## config.mk

```make
export PLATFORM = sky130hd
export DESIGN_NAME = lb_dispatch
export DESIGN_NICKNAME = d
export VERILOG_FILES = /design/src/rtl/lb_dispatch.sv
export SDC_FILE = /design/constraint.sdc
export NUM_CORES = 1
export LEC_CHECK = 0
export BUFFER_PORTS_ARGS = -buffer_cell sky130_fd_sc_hd__buf_2
export CAP_MARGIN = 20
export CORE_UTILIZATION = 60
export CTS_CLUSTER_DIAMETER = 30
export DETAILED_ROUTE_END_ITERATION = 12
export GPL_ROUTABILITY_DRIVEN = 0
export PLACE_DENSITY = 0.85
export SLEW_MARGIN = 20
export SYNTH_ARGS = -nofsm -noshare
export SYNTH_HDL_FRONTEND = slang
export SYNTH_SLANG_ARGS = --single-unit
```

## constraint.sdc

```tcl
create_clock -name clk -period 9.84 [get_ports clk]
set_input_delay 1.476 -clock clk [delete_from_list [all_inputs] [get_ports clk]]
set_output_delay 1.476 -clock clk [all_outputs]
set_load 0.01 [all_outputs]
```

## src/rtl/lb_dispatch.sv

```systemverilog
// Four-lane load-balancing dispatcher: each accepted job goes to the enabled worker
// with the fewest outstanding jobs and is presented on a registered output stage.
module lb_dispatch #(
  parameter int W       = 12,
  parameter int DW      = 32,
  parameter int MAX_OUT = 8
) (
  input  logic            clk,
  input  logic            rst,
  input  logic            in_valid,
  output logic            in_ready,
  input  logic [DW-1:0]   in_data,
  input  logic [3:0]      en,
  input  logic [3:0]      done,
  output logic            out_valid,
  input  logic            out_ready,
  output logic [DW-1:0]   out_data,
  output logic [1:0]      out_id,
  output logic [4*W-1:0]  occ,
  output logic            err
);

  localparam logic [W-1:0] MAX_CNT = W'(MAX_OUT);

  // Handshake: a transfer happens on a cycle where valid & ready are both 1; valid
  // never waits on ready, and out_data/out_id hold while out_valid & ~out_ready.

  logic [W-1:0]  cnt_q [4];
  logic [W-1:0]  cnt_d [4];
  logic          out_valid_q, out_valid_d;
  logic [DW-1:0] out_data_q, out_data_d;
  logic [1:0]    out_id_q, out_id_d;
  logic          err_q, err_d;

  logic [3:0]    elig;
  logic [W:0]    key [4];
  logic [W:0]    key_hi, key_lo;
  logic [1:0]    sel_hi, sel_lo, sel;
  logic          any_elig, accept;

  // Key is {ineligible, count}: any eligible worker compares below every ineligible one.
  always_comb begin
    for (int k = 0; k < 4; k++) begin
      elig[k] = en[k] && (cnt_q[k] < MAX_CNT);
      key[k]  = elig[k] ? {1'b0, cnt_q[k]} : {1'b1, {W{1'b1}}};
    end
  end

  // Strict less-than at every node, so ties go to the lower index.
  always_comb begin
    sel_hi = (key[3] < key[2]) ? 2'd3 : 2'd2;
    key_hi = (key[3] < key[2]) ? key[3] : key[2];
    sel_lo = (key[1] < key[0]) ? 2'd1 : 2'd0;
    key_lo = (key[1] < key[0]) ? key[1] : key[0];
    sel    = (key_hi < key_lo) ? sel_hi : sel_lo;
  end

  assign any_elig = |elig;
  assign in_ready = any_elig & (~out_valid_q | out_ready);
  assign accept   = in_valid & in_ready;

  always_comb begin
    out_valid_d = out_valid_q;
    out_data_d  = out_data_q;
    out_id_d    = out_id_q;
    err_d       = err_q;
    if (accept) begin
      out_valid_d = 1'b1;
      out_data_d  = in_data;
      out_id_d    = sel;
    end else if (out_ready) begin
      out_valid_d = 1'b0;
    end
    // Charge at dispatch, retire on done; a retire against an empty count is an error.
    for (int k = 0; k < 4; k++) begin
      cnt_d[k] = cnt_q[k];
      if (accept && (sel == 2'(k))) begin
        cnt_d[k] = cnt_d[k] + W'(1);
      end
      if (done[k]) begin
        if (cnt_q[k] == '0) begin
          err_d = 1'b1;
        end else begin
          cnt_d[k] = cnt_d[k] - W'(1);
        end
      end
    end
  end

  always_ff @(posedge clk) begin
    if (rst) begin
      out_valid_q <= 1'b0;
      out_data_q  <= '0;
      out_id_q    <= '0;
      err_q       <= 1'b0;
      for (int k = 0; k < 4; k++) cnt_q[k] <= '0;
    end else begin
      out_valid_q <= out_valid_d;
      out_data_q  <= out_data_d;
      out_id_q    <= out_id_d;
      err_q       <= err_d;
      for (int k = 0; k < 4; k++) cnt_q[k] <= cnt_d[k];
    end
  end

  for (genvar g = 0; g < 4; g++) begin : g_occ
    assign occ[g*W +: W] = cnt_q[g];
  end

  assign out_valid = out_valid_q;
  assign out_data  = out_data_q;
  assign out_id    = out_id_q;
  assign err       = err_q;

endmodule

```

==> metrics.md <==
| Metric | Value |
|---|---|
| Final WL | `roughly 18000 um` |
| Share of post-route cells with drive strength above 1 | `0.1805` |
| Syn nets | `a little over 1000` |
| Total CTS buffers | `9` |
| DP HPWL | `12930 um` |
| Syn. warnings | `0` |
| Worst-path fanout max | `27` |
| Worst r2r src | `cnt_q[2][8]` |
| CTS Sinks | `84` |
| Die W | `109.2 um` |
| Drt initial violations | `between 500 and 600` |
| Max Clock Freq | `between 100 and 150 MHz` |
| Most frequent cell after synthesis | `nand2_1` |
| Metal2 WL | `8544 um` |
| Mapped Cells | `925` |
| Slew of the pin with the lowest slew margin | `just over 0.9 ns` |
| Worst-skew pair later-pin latency | `approximately 0.35 ns` |
| CP Data Required Time | `between 10 and 15 ns` |
| Post-route setup TNS | `0 ns` |
| Drt first pass iters | `5` |
| Routed wl met3 | `1016 um` |
| CP startpoint | `en[2]` |
| Highest metal used | `met4` |
| Synth-to-layout area growth | `13.23%` |
| Top FF cell, synth | `dfxtp_1` |
| CP max-delay cell | `and3_1` |
| WS Path Type | `input pin to register` |
| Initial antenna violation count | `0` |
| Clk slew on worst S/H paths | `0.06 ns` |
| Die ar. | `approximately 12000 um^2` |
| Crit start category | `input pin` |
| Layout Nets | `approximately 1100` |
| Rel. slew slack | `0.3823` |
| Post-synthesis sequential area ratio | `0.2440` |
| Ant diodes | `0` |
| Final Skew | `between 0.006 and 0.007 ns` |
| Hold Path Origin | `out_data[6]` |
| Cell taking the most area after synthesis | `dfxtp_1` |
| CTS tree | `built` |
| Crit path DAT | `roughly 8.1 ns` |
| Number of global-route vias before repair | `between 6000 and 7000` |
| Setup Viol. Count Final | `0` |
| Die H | `109.2 um` |
| Initial Utilization | `0.6249` |
| Largest net degree at the start of global routing | `92` |
| Max incr delay on CP | `just under 0.5 ns` |
| Avg Cell Area, Syn | `7.452 um^2` |
| Final min period | `around 7.8 ns` |
| Drt wl/cell | `15.34 um` |
| Fin crit share | `0.7948` |
| Hold buffer count at cts | `0` |
| HP Class | `register to register` |
| Slew Limit Fails | `0` |
| M1 WL | `about 7800 um` |
| Post-CTS resize count | `0` |
| CTS Root Cell | `clkbuf_16` |
| DR vias/cell | `about 6.0` |
| Number of flops mapped to enable cells by yosys | `0` |
| All-layer global routing usage | `0.2999` |
| IO Pins | `129` |
| Final Hold Viols | `0` |
| Post-DRT Antenna Nets | `0` |
| Top post-synthesis cells by area | `dfxtp_1 (24%), ha_1 (9.1%), a21oi_1 (6.8%)` |
| Number of port buffers | `128` |
| Top post-synthesis cells by count | `nand2_1 (125), a21oi_1 (94), dfxtp_1 (84)` |
| Synth unique cells | `slightly below 80` |
| Core area | `about 11000 um^2` |
| Status | `finished, final reports clean` |
| Core Rows | `38` |
| Remaining DRCs | `0` |
| Async SR Flop Fraction | `0` |
| First-pass GRT wire length | `between 20000 and 30000 um` |
| Clk buf depth | `2` |
| Share of the synthesized area in the top cell type | `0.2440` |
| Unrepaired setup endpoints after global routing | `no` |
| Setup bufs post-CTS | `0` |
| Total congestion overflow | `0` |
| Routed vias | `~7000` |
| Max Cap Viol | `0` |
| Synthesis-stage register bit count | `between 80 and 90` |
| CP endpoint kind | `register` |
| Mapped cell area | `~7000 um^2` |
| H-tree levels | `3` |
==> area by class of cell <==
cell class | count | area (um^2)
clock buffers | 10 | 239.0
clock inverters | 6 | 71.32
fillers | 933 | 3226
inverters | 23 | 86.33
multi-input cells | 757 | 4866
flip-flops and latches | 84 | 1682
well taps | 140 | 175.2
repair buffers | 134 | 685.7
==> metrics by stage <==
step	worst slack (ns)	utilization	hold WS, ns	instance area [um^2]	instances
finish	2.019	0.7076	0.4498	7805	1154
global route	1.347	0.7076	0.4739	7805	1154
CTS	2.141	0.7075	0.4530	7804	1154
detailed placement	1.799	0.6793	0.4446	7493	1138
global placement	2.035	0.6793	0.4393	7493	1138
floorplan	2.676	-	0.4805	6893	925
==> placed cells by master, fill, tap and decap left out, types with 5 or more instances in the layout <==
master     instances
a211oi_1          10
a21o_1            10
a21oi_1           94
a31oi_1            8
and2_1            18
and3_1            30
and4_1             7
buf_2            128
buf_4              6
clkbuf_16          9
dfxtp_1           84
ha_1              50
inv_1             22
mux2_1             6
mux2_2             5
mux2i_1            9
nand2_1          125
nand3_1           43
nand4_1           19
nor2_1            79
nor2b_1           12
nor3_1            30
nor4_1            15
o211ai_1           9
o21a_1             5
o21ai_0           29
or3_1              8
xnor2_1           40
xor2_1            12
==> final timing paths <==
path	endpoint	cells after the start	slack, ns
worst max register to register	cnt_q[1][8]	26	2.50
worst min-delay path	out_data[6]	2	0.45
worst max-delay path	cnt_q[1][8]	27	2.02
worst min register to register	out_data[6]	2	0.45
==> worst max-delay path: cells and delay by family <==
family,cells,cell delay [ns]
simple gates,9,2.37
fa+ha+maj,3,0.78
mux,2,0.56
buf+inv,3,0.40
compound gates,10,2.44
==> layer usage <==
layer,vias to the layer above,track usage
li1,3499,-
met1,3209,0.3700
met2,228,0.5076
met3,36,0.07173
met4,0,0.1048
met5,-,0
==> logic make-up (layout without fill, tap and decap cells) <==
logic type,count (synthesis),in the layout,synth area share
xor gates and xnor gates,52,52,0.06607
buffers and inverters,84,173,0.05028
adders and majority gates,50,50,0.09076
DFF,84,84,0.2440
and+or+nand+nor,419,419,0.3109
muxes,20,20,0.03104
AOI/OAI and AO/OA,216,216,0.2069
==> state kept, by name, summed over array words and instances, names as in the netlist <==
name and count:
cnt_q 48, out_data 32, err 1, out_id 2
out_valid 1
Power is left out: the tool's default activity adds up to more than one toggle a clock period on the data nets, which glitch-free logic cannot reach.
